**src/rtl/pipe_pkg.sv**
```systemverilog
// rtl/pipe_pkg.sv - shared widths, memory-control bit positions and EX/MEM payload bundle
package pipe_pkg;

  localparam int PIPE_DATA_W = 32;
  localparam int PIPE_WB_W   = 2;
  localparam int PIPE_M_W    = 3;
  localparam int PIPE_RD_W   = 5;
  localparam int PIPE_MR_BIT = 1;
  localparam int PIPE_MW_BIT = 0;

  typedef struct packed {
    logic [PIPE_WB_W-1:0]   wb;
    logic [PIPE_M_W-1:0]    m;
    logic [PIPE_DATA_W-1:0] alu;
    logic [PIPE_DATA_W-1:0] wdata;
    logic [PIPE_RD_W-1:0]   rd;
  } ex_mem_payload_t;

endpackage

```
**src/rtl/pipe_payload_reg.sv**
```systemverilog
// rtl/pipe_payload_reg.sv - load-enabled payload register with synchronous clear
module pipe_payload_reg
  import pipe_pkg::*;
#(
  parameter type T = ex_mem_payload_t
) (
  input  logic clk_i,
  input  logic clr_i,
  input  logic load_i,
  input  T     d_i,
  output T     q_o
);

  T r_q;

  always_ff @(posedge clk_i) begin
    if (clr_i) begin
      r_q <= '0;
    end else if (load_i) begin
      r_q <= d_i;
    end
  end

  assign q_o = r_q;

endmodule

```
**src/rtl/ex_mem_stage_skid.sv**
```systemverilog
// rtl/ex_mem_stage_skid.sv - EX/MEM stage register with valid/ready handshake,
// optional 2-entry skid buffer, flush and valid-gated memory strobes
module ex_mem_stage_skid
  import pipe_pkg::*;
#(
  parameter int DATA_W = PIPE_DATA_W,
  parameter int WB_W   = PIPE_WB_W,
  parameter int M_W    = PIPE_M_W,
  parameter int RD_W   = PIPE_RD_W,
  parameter int MR_BIT = PIPE_MR_BIT,
  parameter int MW_BIT = PIPE_MW_BIT,
  parameter int SKID   = 1
) (
  input  logic              clk_i,
  input  logic              rst_i,
  input  logic              flush_i,
  input  logic              in_valid_i,
  output logic              in_ready_o,
  input  logic [WB_W-1:0]   wb_i,
  input  logic [M_W-1:0]    m_i,
  input  logic [DATA_W-1:0] alu_i,
  input  logic [DATA_W-1:0] wdata_i,
  input  logic [RD_W-1:0]   rd_i,
  output logic              out_valid_o,
  input  logic              out_ready_i,
  output logic [WB_W-1:0]   wb_o,
  output logic [M_W-1:0]    m_o,
  output logic [DATA_W-1:0] alu_o,
  output logic [DATA_W-1:0] wdata_o,
  output logic [RD_W-1:0]   rd_o,
  output logic              mem_read_o,
  output logic              mem_write_o
);

  typedef struct packed {
    logic [WB_W-1:0]   wb;
    logic [M_W-1:0]    m;
    logic [DATA_W-1:0] alu;
    logic [DATA_W-1:0] wdata;
    logic [RD_W-1:0]   rd;
  } payload_t;

  logic     r_main_valid;
  logic     r_skid_valid;
  payload_t r_main;
  payload_t r_skid;
  payload_t w_in_payload;
  payload_t w_main_d;
  logic     w_accept;
  logic     w_retire;
  logic     w_main_load_in;
  logic     w_main_load_skid;
  logic     w_skid_load;

  assign w_in_payload = '{wb: wb_i, m: m_i, alu: alu_i, wdata: wdata_i, rd: rd_i};

  // With the skid buffer, ready depends only on state (and reset), never on out_ready_i.
  generate
    if (SKID != 0) begin : g_ready_skid
      assign in_ready_o = ~r_skid_valid & ~rst_i;
    end else begin : g_ready_single
      assign in_ready_o = (~r_main_valid | out_ready_i) & ~rst_i;
    end
  endgenerate

  assign w_accept         = in_valid_i & in_ready_o;
  assign w_retire         = r_main_valid & out_ready_i;
  assign w_main_load_in   = w_accept & (~r_main_valid | w_retire) & ~flush_i;
  assign w_main_load_skid = r_skid_valid & w_retire & ~flush_i;
  assign w_skid_load      = (SKID != 0) & w_accept & r_main_valid & ~w_retire & ~flush_i;
  assign w_main_d         = w_main_load_skid ? r_skid : w_in_payload;

  always_ff @(posedge clk_i) begin
    if (rst_i || flush_i) begin
      r_main_valid <= 1'b0;
      r_skid_valid <= 1'b0;
    end else begin
      if (w_main_load_in || w_main_load_skid) begin
        r_main_valid <= 1'b1;
      end else if (w_retire) begin
        r_main_valid <= 1'b0;
      end
      if (w_skid_load) begin
        r_skid_valid <= 1'b1;
      end else if (w_main_load_skid) begin
        r_skid_valid <= 1'b0;
      end
    end
  end

  pipe_payload_reg #(.T(payload_t)) u_main_reg (
    .clk_i  (clk_i),
    .clr_i  (rst_i),
    .load_i (w_main_load_in | w_main_load_skid),
    .d_i    (w_main_d),
    .q_o    (r_main)
  );

  pipe_payload_reg #(.T(payload_t)) u_skid_reg (
    .clk_i  (clk_i),
    .clr_i  (rst_i),
    .load_i (w_skid_load),
    .d_i    (w_in_payload),
    .q_o    (r_skid)
  );

  // Control fields read as zero on bubbles so MEM/WB never see side effects.
  assign out_valid_o = r_main_valid;
  assign wb_o        = r_main_valid ? r_main.wb : '0;
  assign m_o         = r_main_valid ? r_main.m  : '0;
  assign alu_o       = r_main.alu;
  assign wdata_o     = r_main.wdata;
  assign rd_o        = r_main.rd;
  assign mem_read_o  = m_o[MR_BIT] & out_valid_o;
  assign mem_write_o = m_o[MW_BIT] & out_valid_o;

endmodule

```
**config.mk**
```make
export PLATFORM = sky130hd
export DESIGN_NAME = ex_mem_stage_skid
export DESIGN_NICKNAME = d
export VERILOG_FILES = /design/src/rtl/pipe_pkg.sv /design/src/rtl/pipe_payload_reg.sv /design/src/rtl/ex_mem_stage_skid.sv
export SDC_FILE = /design/constraint.sdc
export NUM_CORES = 1
export LEC_CHECK = 0
export CAP_MARGIN = 15
export CORE_MARGIN = 2
export CORE_UTILIZATION = 52
export CTS_CLUSTER_DIAMETER = 200
export CTS_CLUSTER_SIZE = 40
export DETAILED_ROUTE_END_ITERATION = 7
export HOLD_SLACK_MARGIN = 0.02
export PLACE_DENSITY = 0.77
export SETUP_SLACK_MARGIN = 0.15
export SYNTH_ARGS = -nofsm -noshare
export SYNTH_HDL_FRONTEND = slang
export SYNTH_SLANG_ARGS = --single-unit
```
**constraint.sdc**
```tcl
create_clock -name clk_i -period 2.1 [get_ports clk_i]
set_clock_uncertainty 0.1 [all_clocks]
set_input_delay 0.525 -clock clk_i [delete_from_list [all_inputs] [get_ports clk_i]]
set_output_delay 0.525 -clock clk_i [all_outputs]
set_load 0.01 [all_outputs]
```
==> impl_metrics.json, run 1 <==
{
  "outcome": "completed",
  "fmax_mhz": 515,
  "synthDistinctLibCells": 24,
  "vias": 6931,
  "core_area_um2": 14600,
  "r2r_end": "u_main_reg.q_o[42]$_SDFFE_PP0P_",
  "vias_per_cell": 6.17,
  "wirelength_mm": 21.5,
  "drive_above_1_share_pct": 17.3,
  "seq_area_frac_synth_pct": 38.6,
  "hold_depth": 2,
  "hold_end": "u_skid_reg.q_o[33]$_SDFFE_PP0P_",
  "cts_buffer_depth": 2,
  "rr_worst_depth": 5,
  "grt_antenna_before_repair": 0,
  "power_density_nw_per_um2": 680,
  "wl_per_cell_um": 19.2,
  "hold_start": "u_skid_reg.q_o[33]$_SDFFE_PP0P_",
  "worstPathCellList": "clkdlybuf4s50_1 -> nor3b_4 -> buf_4 -> nor3_1 -> a2111oi_1",
  "postPlaceCellArea_um2": 9230,
  "netlist_area_um2": 7780,
  "grt_pass1_wl_mm": 35.3,
  "critPathMaxStageDelay_ns": 0.50,
  "slew_violations": 0,
  "cts_made_buffers": 17,
  "synth_fp_nets": 938,
  "setup_viol": 0,
  "hold_class": "flop to flop",
  "antenna_cells": 0,
  "r2r_start": "out_valid_o$_SDFFE_PP0P_",
  "worst-r2r-setup-slack_ns": 0.25,
  "yosys_warnings": 0,
  "multi_input_area_um2": 3830,
  "seq_area_um2": 3010,
  "clkLatencyLatePin_ns": 0.43,
  "grt_pass1_vias": 6797,
  "hold_viol_final": 0,
  "drt_iter0_drc": 553,
  "ir_worst_vdd_mv": 0.581,
  "synth_seq_cells": 150,
  "crit_buf_inv": 2,
  "cts.sinks": 150,
  "synth-main-ff-cell": "dfxtp_1",
  "path_max_fanout": 16,
  "grt_max_degree": 88,
  "nNetsFinal": 1005,
  "crit_family": "buffers and inverters",
  "synth_common_cells": "a21oi_1, dfxtp_1, buf_4, o21ai_0",
  "cts_root_buf": "clkbuf_16",
  "rsz0062_at_grt": "true",
  "slowest_stage": "clkdlybuf4s50_1",
  "finalCritPeriodShare_pct": 92.4,
  "worst_pin_slew_ns": 1.16,
  "synth_area_leader_cell": "dfxtp_1",
  "power_leakage_nw": 4.02,
  "ant_nets": 0,
  "firstDrtPassIters": 7,
  "synth_area_leaders": "dfxtp_1, a2111oi_2, a21oi_1, mux2i_1, buf_4",
  "final_area_um2": 9720,
  "finalWorstSetupSlack_ns": 0.160,
  "nFillCells": 1213,
  "start_util_pct": 53.3,
  "tns_ns": 0,
  "die_y_um": 126,
  "rows": 44,
  "end_kind": "flop",
  "async_reset_ff_share_pct": 0,
  "grt-ovfl-total": 0,
  "htreeDepth": 4,
  "die_area_um2": 16000,
  "drv_cap": 0,
  "hpwl_mm": 13.6,
  "dieWidth_um": 126,
  "required_ns": 2.30,
  "io_buffers": 156,
  "postLayoutCoreUtil_pct": 66.6,
  "period_minus_slack_ns": 1.94,
  "gp_congestion": 0.790,
  "drc": 0,
  "hold_ws_ns": 0.371,
  "synth_top_cell_area_share_pct": 38.6,
  "criticalPathCategory": "primary input to flop",
  "timing.slew.headroom_pct": 22.5,
  "crit_arrival_ns": 2.14,
  "ios": 157,
  "cts.clk_slew.worst_paths_ns": 0.06,
  "synthCells": 859,
  "cts_tree": "done",
  "synth_edf_count": 0,
  "postSynthAreaPerCell_um2": 9.06,
  "cp-start-kind": "primary input",
  "area_growth_pct": 24.8,
  "track_usage_pct": 27.1,
  "dpl_worst_slack_ns": -0.357
}
## stage by stage
| step | instances | total power, W |
|---|---|---|
| final | 1123 | 0.00661 |
| after detailed placement | 1089 | 0.00396 |
| after CTS | 1121 | 0.00663 |
| after global placement | 1089 | 0.00394 |
| after global routing | 1123 | 0.00684 |
| after floorplan | 859 | 0.00357 |
## final cells by class
| type | instances | area share [%] |
|---|---|---|
| Multi-Input combinational cell | 538 | 39.4 |
| Sequential cell | 150 | 31.0 |
| Tap cell | 184 | 2.37 |
| Clock inverter | 4 | 0.206 |
| Timing Repair Buffer | 217 | 21.9 |
| Inverter | 2 | 0.0773 |
| Clock buffer | 28 | 5.11 |
## cells by family after synthesis
group           synth area share, %
compound gates                 28.0
buf+inv                        13.0
simple gates                   10.9
flops                          38.6
mux                            9.52
## cell usage in the layout (no fill, tap or decap), drive strengths merged
| cell | count |
|---|---|
| dlymetal6s2s | 2 |
| buf | 63 |
| dfxtp | 150 |
| a21oi | 150 |
| nand4b | 1 |
| nor2 | 2 |
| nor3b | 1 |
| and4bb | 1 |
| clkinv | 4 |
| clkdlybuf4s50 | 76 |
| clkbuf | 29 |
| nand3 | 74 |
| a211oi | 1 |
| or2 | 1 |
| nand4bb | 1 |
| dlygate4sd2 | 75 |
| o211a | 1 |
| o21ai | 75 |
| and2 | 6 |
| mux2i | 74 |
| a2111oi | 74 |
| nand2b | 2 |
| nor3 | 74 |
| inv | 2 |
## how the worst max path moves through the flow
stage / from / slack (ns) / to / depth (start not counted)
after detailed placement: flush_i / -0.36 / u_main_reg.q_o[21]$_SDFFE_PP0P_ / 5
final: in_valid_i / 0.16 / u_main_reg.q_o[42]$_SDFFE_PP0P_ / 5
after floorplan: rst_i / 0.23 / in_ready_o / 4
after global routing: flush_i / 0.1 / u_main_reg.q_o[32]$_SDFFE_PP0P_ / 6
after global placement: flush_i / -0.23 / u_main_reg.q_o[27]$_SDFFE_PP0P_ / 5
after CTS: out_valid_o$_SDFFE_PP0P_ / 0.11 / m_o[2] / 3
## report_power, final
part	switching [W]	total, W	leakage, nW	internal (W)
logic	0.000492	0.000908	2.54	0.000416
registers	0.0000525	0.00297	1.22	0.00291
clock network	0.00114	0.00273	0.256	0.00160
## flip-flops by register name (all words and copies together) (netlist names)
register / cells
out_valid_o: 1
r_skid_valid: 1
u_main_reg.q_o: 74
u_skid_reg.q_o: 74
## worst register-to-register path: cells and delay by family (launching register included)
kind	cells	cell delay, ns
AOI/OAI and AO/OA	1	0.46
buffers and inverters	2	0.45
DFF	1	0.36
muxes	1	0.18
and+or+nand+nor	1	0.17
## repair_timing
| item | CTS | global route |
|---|---|---|
| setup buffers | 0 | 2 |
| pin swaps | 0 | 21 |
| gates resized for setup | 85 | 17 |
| setup endpoints to repair | 91 | 32 |
| hold buffers | 0 | 0 |
## routing by layer
| layer | GRT usage (%) | wire length, µm | part of all wire (%) |
|---|---|---|---|
| met1 | 35.6 | 9370 | 44 |
| met2 | 44.4 | 10300 | 48 |
| met3 | 5.82 | 1480 | 6.9 |
| met4 | 9.31 | 402 | 1.9 |
| met5 | 0 | 0 | 0 |
(Power assumes the default switching activity.)
==> run 2: changes to the inputs <==
--- a/config.mk
+++ b/config.mk
@@ -13,6 +13,7 @@
 export DETAILED_ROUTE_END_ITERATION = 7
 export HOLD_SLACK_MARGIN = 0.02
 export PLACE_DENSITY = 0.77
+export RECOVER_POWER = 25
 export SETUP_SLACK_MARGIN = 0.15
 export SYNTH_ARGS = -nofsm -noshare
 export SYNTH_HDL_FRONTEND = slang
==> run 2 against run 1 <==
  * Hold slack gained 0.00079 ns
  * Die area is the same
  * Combinational power is essentially flat
  * Count of clock-buffer cells in the layout is the same
  * Via count shrank 0.16%
  * Non-clock buffer count is the same
  * Global-route usage is the same
==> impl_metrics.json, run 2 (synthesis gave the netlist of run 1 again) <==
{
  "crit_family": "buffers and inverters",
  "dpl_worst_slack_ns": -0.357,
  "drt_iter0_drc": 551,
  "dp_cells": 1089,
  "ant_nets": 0,
  "cts_root_buf": "clkbuf_16",
  "wl_per_cell_um": 19.2,
  "cts_made_buffers": 17,
  "hold_depth": 2,
  "worstPathCellList": "clkdlybuf4s50_1 -> nor3b_4 -> buf_4 -> nor3_1 -> a2111oi_1",
  "finalNonFillerCells": 1123,
  "ctsHoldBuffers": 0,
  "finalWorstSetupSlack_ns": 0.158,
  "dieWidth_um": 126,
  "die_y_um": 126,
  "hold_viol_final": 0,
  "crit_buf_inv": 2,
  "hpwl_mm": 13.6,
  "io_buffers": 156,
  "htreeDepth": 4,
  "grt-ovfl-total": 0,
  "vias": 6920,
  "p_clk_share_pct": 41.3,
  "outcome": "completed",
  "criticalPathCategory": "primary input to flop",
  "worst_pin_slew_ns": 1.18,
  "area_growth_pct": 24.8,
  "drv_cap": 0,
  "slowest_stage": "clkdlybuf4s50_1",
  "path_max_fanout": 16,
  "slew_violations": 0,
  "gp_congestion": 0.790,
  "track_usage_pct": 27.1,
  "cts.sinks": 150,
  "fmax_mhz": 515,
  "met2_wirelength_mm": 10.3,
  "ir_worst_vdd_mv": 0.578,
  "cts.clk_slew.worst_paths_ns": 0.06,
  "cts_buffer_depth": 2,
  "power.share.combinational_pct": 13.8,
  "p_seq_share_pct": 44.9,
  "crit_arrival_ns": 2.14,
  "required_ns": 2.30,
  "vias_per_cell": 6.16,
  "grt_max_degree": 88,
  "switchingPower_w": 0.00168,
  "timing.slew.headroom_pct": 21.6,
  "layout_commonest_cell": "a21oi_1",
  "finalCritPeriodShare_pct": 92.5,
  "nFillCells": 1214,
  "rows": 44,
  "critPathMaxStageDelay_ns": 0.50,
  "switching_share_pct": 25.4,
  "seq_area_um2": 3010,
  "ios": 157,
  "hold_class": "flop to flop",
  "crit_cells": 5,
  "mostFrequentLayoutCells": "a21oi_1, dfxtp_1, clkdlybuf4s50_1, dlygate4sd2_1",
  "rr_worst_depth": 5,
  "clkLatencyLatePin_ns": 0.43,
  "antenna_cells": 0,
  "period_minus_slack_ns": 1.94,
  "setup_viol": 0,
  "grt_antenna_before_repair": 0,
  "wirelength_mm": 21.6,
  "dr_wl_met3_mm": 1.41,
  "cts_tree": "done",
  "multi_input_area_um2": 3830,
  "nNetsFinal": 1005,
  "internal_power_w": 0.00493,
  "core_area_um2": 14600,
  "highest_layer": "met4",
  "drive_above_1_share_pct": 17.3,
  "die_area_um2": 16000,
  "rsz0062_at_grt": "true",
  "drt-met1-wl_mm": 9.40,
  "total_power_w": 0.00660,
  "end_kind": "flop",
  "tns_ns": 0,
  "cp-start-kind": "primary input",
  "power_density_nw_per_um2": 680,
  "grt_pass1_wl_mm": 35.3,
  "drc": 0,
  "start_util_pct": 53.3,
  "grt_pass1_vias": 6797,
  "power_leakage_nw": 4.00,
  "firstDrtPassIters": 5
}
[run 2: tightest hold or removal path, delay by kind of cell, from the launching register on]
kind / cells / cell delay (ns)
flip-flops: 1 / 0.30
AO/OA/AOI/OAI: 2 / 0.12
[run 2: worst paths after layout]
path         slack (ns)                            start                               to
max                0.16                       in_valid_i  u_main_reg.q_o[42]$_SDFFE_PP0P_
min                0.37  u_skid_reg.q_o[33]$_SDFFE_PP0P_  u_skid_reg.q_o[33]$_SDFFE_PP0P_
max reg2reg        0.26         out_valid_o$_SDFFE_PP0P_  u_main_reg.q_o[42]$_SDFFE_PP0P_
min reg2reg        0.37  u_skid_reg.q_o[33]$_SDFFE_PP0P_  u_skid_reg.q_o[33]$_SDFFE_PP0P_
[run 2: power by group through the flow]
stage                     registers [W]  logic (W)  clock network, W
after detailed placement        0.00303   0.000930                 0
after global routing            0.00297   0.000977           0.00289
after floorplan                 0.00301   0.000563                 0
after global placement          0.00303   0.000915                 0
final                           0.00297   0.000909           0.00273
after CTS                       0.00297   0.000900           0.00276
[run 2: routing by layer]
metal	track usage (%)	vias to the layer above
met5	0	-
met4	9.31	0
met3	5.82	32
met2	44.4	269
met1	35.6	3344
li1	-	3275
[run 2: what timing repair did]
| item | 4_1_cts | 5_1_grt |
|---|---|---|
| pin swaps | 0 | 21 |
| setup buffers | 0 | 2 |
| gates resized for setup | 85 | 17 |
| setup endpoints to repair | 91 | 32 |
| endpoints found under the hold margin | 0 | 0 |
[run 2: per-stage QoR]
step | hold slack [ns] | utilization, % | instance area [µm²]
floorplan | 0.353 | - | 7780
global placement | 0.359 | 63.3 | 9230
detailed placement | 0.366 | 63.3 | 9230
CTS | 0.374 | 66.3 | 9670
global route | 0.394 | 66.6 | 9710
finish | 0.372 | 66.6 | 9710
[run 2: final cells by class]
type / instances / area share (%)
clock inverter: 4 / 0.206
timing repair buffer: 217 / 21.8
inverter: 2 / 0.0773
sequential: 150 / 31.0
clock buffer: 28 / 5.11
multi-input combinational: 538 / 39.4
tap: 184 / 2.37
